===== src/rtl/serial_frame_rx.sv =====
// Framed serial receiver: start bit, WIDTH data bits MSB first, optional even parity, stop bit.
// Latency: word visible WIDTH+1+PARITY_EN edges after the start-bit edge; error pulses last one cycle.
// Backpressure: one-word holding register; a good frame arriving while it is full and not draining is dropped (overrun).
module serial_frame_rx #(
    parameter int WIDTH     = 4,
    parameter int PARITY_EN = 1
) (
    input  logic             clock,
    input  logic             clear,
    input  logic             in,
    output logic [WIDTH-1:0] out,
    output logic             out_valid,
    input  logic             out_ready,
    output logic             frame_err,
    output logic             parity_err,
    output logic             overrun
);

    localparam int CW = (WIDTH > 2) ? $clog2(WIDTH) : 1;

    typedef enum logic [1:0] {
        IDLE   = 2'd0,
        DATA   = 2'd1,
        PARITY = 2'd2,
        STOP   = 2'd3
    } state_t;

    state_t           state;
    logic [CW-1:0]    cnt;
    logic [WIDTH-1:0] shreg;
    logic             par;
    logic             parity_bad;
    logic             can_load;

    // Even parity over data plus parity bit must be zero; ignored when no parity bit is sent.
    assign parity_bad = (PARITY_EN != 0) && ((^shreg) ^ par);
    // Holding register accepts a new word if empty or being drained on this same edge.
    assign can_load   = !out_valid || out_ready;

    // Frame FSM, shift register, holding register and one-cycle error pulses.
    always_ff @(posedge clock or negedge clear) begin
        if (!clear) begin
            state      <= IDLE;
            cnt        <= '0;
            shreg      <= '0;
            par        <= 1'b0;
            out        <= '0;
            out_valid  <= 1'b0;
            frame_err  <= 1'b0;
            parity_err <= 1'b0;
            overrun    <= 1'b0;
        end else begin
            frame_err  <= 1'b0;
            parity_err <= 1'b0;
            overrun    <= 1'b0;
            if (out_ready) begin
                out_valid <= 1'b0;
            end
            case (state)
                IDLE: begin
                    if (in) begin
                        state <= DATA;
                        cnt   <= CW'(WIDTH - 1);
                        shreg <= '0;
                    end
                end
                DATA: begin
                    shreg <= {shreg[WIDTH-2:0], in};
                    if (cnt == '0) begin
                        state <= (PARITY_EN != 0) ? PARITY : STOP;
                    end else begin
                        cnt <= cnt - 1'b1;
                    end
                end
                PARITY: begin
                    par   <= in;
                    state <= STOP;
                end
                STOP: begin
                    // A start bit may follow immediately, so always return to IDLE.
                    state <= IDLE;
                    if (in) begin
                        frame_err <= 1'b1;
                    end else if (parity_bad) begin
                        parity_err <= 1'b1;
                    end else if (can_load) begin
                        out       <= shreg;
                        out_valid <= 1'b1;
                    end else begin
                        overrun <= 1'b1;
                    end
                end
                default: state <= IDLE;
            endcase
        end
    end

endmodule

===== config.mk =====
export PLATFORM = sky130hd
export DESIGN_NAME = serial_frame_rx
export DESIGN_NICKNAME = d
export VERILOG_FILES = /design/src/rtl/serial_frame_rx.sv
export SDC_FILE = /design/constraint.sdc
export NUM_CORES = 1
export LEC_CHECK = 0
export BUFFER_PORTS_ARGS = -buffer_cell sky130_fd_sc_hd__buf_2
export CORE_MARGIN = 8
export CORE_UTILIZATION = 37
export DETAILED_ROUTE_END_ITERATION = 8
export GPL_TIMING_DRIVEN = 0
export SYNTH_ARGS = -nofsm -noshare
export SYNTH_HDL_FRONTEND = slang
export SYNTH_SLANG_ARGS = --single-unit

===== constraint.sdc =====
create_clock -name clock -period 1.7 [get_ports clock]
set_input_delay 0.085 -clock clock [delete_from_list [all_inputs] [get_ports clock]]
set_output_delay 0.085 -clock clock [all_outputs]
set_load 0.01 [all_outputs]

==> impl_metrics.json <==
{
  "critical_path.n_buffers_inverters": 2,
  "ir_worst_vdd_mv": 0.8830,
  "cts_buffer_depth": 2,
  "fp.dieW_um": 63.60,
  "power_switching_w": 0.0006767,
  "finalWorstPathRequiredPeriod_ps": 1577,
  "cp_slowest_stage_delay_ps": 410,
  "placement.setup.worst_slack_ps": -0.6829,
  "ios": 12,
  "remaining_drc_errors": 0,
  "grt_start_max_net_pins": 18,
  "worst_setup_start_kind": "flip-flop",
  "fin_cells": 116,
  "port-buffer-count": 11,
  "share_of_power_burned_in_registers_pct": 38.0,
  "synth_most_common_cell": "sky130_fd_sc_hd__dfrtp_1",
  "growth_of_design_area_from_synthesis_to_finish_pct": 15.07,
  "netlist-cell-type-count": 22,
  "initial_antenna_violation_count": 0,
  "worst_path_setup_slack_after_routing_ps": 123.0,
  "seq_cells_post_synth": 17,
  "insertion_delay_ps": 280,
  "part_of_the_yosys_area_used_for_sequential_elements_pct": 50.75,
  "timing_worst_slew_pin_value_ps": 389.8,
  "clock_sinks": 17,
  "grt_pass1_wl_um": 2504,
  "maxSlewHeadroom_pct": 73.84,
  "post_synth_arst_share_pct": 100.0,
  "grt_util_all_layers_pct": 7.703,
  "synth.cell_area_um2": 838.3,
  "cellPowerDensity_mw_per_mm2": 1806,
  "worst-endpoint-arrival_ps": 1760,
  "synth.top_cells.by_count": "sky130_fd_sc_hd__dfrtp_1 (17), sky130_fd_sc_hd__nand2_1 (7), sky130_fd_sc_hd__o21ai_0 (7)",
  "floorplan.rows": 17,
  "cts_root_buffer": "sky130_fd_sc_hd__clkbuf_4",
  "detail_route.vias_per_cell": 4.776,
  "timing.fmax_ghz": 0.6341,
  "worst_hold_path_type": "in -> reg",
  "setup_viol": 0,
  "final-seq-area_um2": 425.4,
  "critical_path.max_fanout": 9,
  "drive_gt1_share_pct": 23.86,
  "chipHeight_um": 63.60,
  "yosysWarningCount": 0,
  "netlist_instances": 72,
  "yosysTopAreaCell": "sky130_fd_sc_hd__dfrtp_1",
  "p_leak_nw": 0.5086,
  "post-layout-total-power_w": 0.001742,
  "postSynthNetCount": 82,
  "finalWirelength_um": 1401,
  "power.share.clock_pct": 12.4,
  "crit_family": "compound AO/OA/AOI/OAI gates",
  "path_clk_slew_ps": 100,
  "cap_violations": 0,
  "run_status": "complete, no violations",
  "initial_utilization_pct": 38.64,
  "synthesis.area_per_instance_um2": 11.64,
  "tritoncts.num_buffers": 3,
  "ant_nets": 0,
  "nets": 99,
  "multi_input_area_um2": 386.6,
  "place.gp.congestion": 0.7099,
  "cp_cell_sequence": "inv_1, ha_1, clkbuf_1, o21ai_1, a32o_1",
  "finalSetupTns_ps": 0,
  "unrepaired_setup_endpoints_after_global_routing": "false",
  "die_area_mm2": 0.004045,
  "post-route-period-util_pct": 92.77,
  "coreArea_mm2": 0.002170,
  "synth-edff-count": 0,
  "gr-total-overflow": 0,
  "antenna_cells_inserted": 0,
  "yosys-top-cells-area": "sky130_fd_sc_hd__dfrtp_1 (51%), sky130_fd_sc_hd__ha_1 (9.0%), sky130_fd_sc_hd__mux2_4 (5.4%)",
  "h_tree_lvl_count": 1,
  "dpl.hpwl_um": 1067,
  "drt_first_pass_iters": 4,
  "final_core_utilization_pct": 44.46,
  "placedCellCount": 111,
  "worst-endpoint-required_ps": 1880,
  "vias": 554,
  "grt_pass1_vias": 577,
  "critPathKind": "reg -> reg",
  "critPathCaptureType": "flip-flop",
  "synth-main-ff-cell": "sky130_fd_sc_hd__dfrtp_1",
  "detail_route.wl_per_cell_um": 12.08,
  "combinational_group_share_of_total_power_pct": 49.6,
  "p_sw_share_pct": 38.84,
  "cp_slowest_cell": "sky130_fd_sc_hd__dfrtp_1",
  "report.final.slew_viol_count": 0,
  "hold_viol": 0,
  "num-fill-cells": 215,
  "internal_power_w": 0.001066,
  "fin_worst_skew_ps": 0.7428,
  "detail_route.iter0.violations": 13,
  "cts_tree": "yes",
  "synth_top_cell_area_share_pct": 50.75
}
sequential cells by signal (all words and copies together), names as in the netlist:
name and count:
out 4, frame_err 1, out_valid 1, cnt 2, parity_err 1, overrun 1
par 1, state 2, shreg 4
cell families after synthesis:
logic type      synth area share [%]
compound gates                 12.39
mux                            6.716
simple gates                   11.19
xor+xnor                       6.866
fa+ha+maj                      8.955
flops                          50.75
buf+inv                        3.134
area by class of cell:
class                           count  area share [%]
Sequential cell                    17           44.10
Clock buffer                        4           2.724
Timing Repair Buffer               12           6.744
Buffer                              1          0.3891
Tap cell                           28           3.632
Multi-Input combinational cell     48           40.08
Inverter                            6           2.335
power groups by stage:
stage | registers (W) | clock network (W) | logic (W)
5_1_grt | 0.000688 | 0.000233 | 0.000986
3_5_place_dp | 0.000676 | 0 | 0.000872
3_3_place_gp | 0.000668 | 0 | 0.000849
6_report | 0.000662 | 0.000217 | 0.000864
4_1_cts | 0.000666 | 0.000233 | 0.000880
2_1_floorplan | 0.000687 | 0 | 0.000653
metal layers:
layer	part of all wire, %	GRT usage [%]	vias to the layer above
li1	-	-	280
met1	46	8.282	264
met2	47	12.17	8
met3	6.1	3.180	2
met4	1.1	5.014	0
met5	0	0	-
per-stage QoR:
stage          hold WS, ps  area [µm²]
3_3_place_gp         25.73       928.4
2_1_floorplan       -210.6       838.3
6_report             64.40       964.7
5_1_grt              79.84       964.7
3_5_place_dp         30.27       928.4
4_1_cts              50.15       964.7
worst paths after layout:
check	startpoint	end	slack, ps	cells past startpoint
max	state[1]$_DFFE_PN0P_	shreg[2]$_DFFE_PN0P_	120	5
min	in	shreg[0]$_DFFE_PN0P_	60	3
max reg2reg	state[1]$_DFFE_PN0P_	shreg[2]$_DFFE_PN0P_	120	5
min reg2reg	out[3]$_DFFE_PN0P_	out[3]$_DFFE_PN0P_	520	1
max in group asynchronous	clear	cnt[1]$_DFFE_PN0P_	1190	2
min in group asynchronous	clear	overrun$_DFF_PN0_	240	2
worst register-to-register path, delay by kind of cell (launching register included):
kind                       cells  cell delay [ps]
DFF                            1              410
AOI/OAI and AO/OA              2              490
adders and majority gates      1              160
buffers and inverters          2              420
cell usage in the layout (no fill, tap or decap), types with 2 or more instances in the layout:
cell	synthesis	layout
sky130_fd_sc_hd__dfrtp_1	17	17
sky130_fd_sc_hd__buf_2	0	11
sky130_fd_sc_hd__nand2_1	7	7
sky130_fd_sc_hd__inv_1	6	6
sky130_fd_sc_hd__o21ai_0	7	6
sky130_fd_sc_hd__ha_1	6	6
sky130_fd_sc_hd__nor2b_1	3	3
sky130_fd_sc_hd__a32o_1	3	3
sky130_fd_sc_hd__mux2_4	3	3
sky130_fd_sc_hd__clkbuf_4	0	3
sky130_fd_sc_hd__nand2b_1	2	2
sky130_fd_sc_hd__xnor2_1	2	2
sky130_fd_sc_hd__nor2_1	2	2
sky130_fd_sc_hd__and2_1	2	2
sky130_fd_sc_hd__clkbuf_1	1	2
sky130_fd_sc_hd__a21oi_1	2	2
sky130_fd_sc_hd__a22oi_1	2	2
what timing repair did:
action | in CTS | in global routing
setup endpoints to repair | 2 | 0
buffers inserted | 0 | 0
endpoints found under the hold margin | 17 | 0
hold buffers | 1 | 0
resized for setup | 1 | 0
No activity file was read; power rests on OpenSTA's default activity.
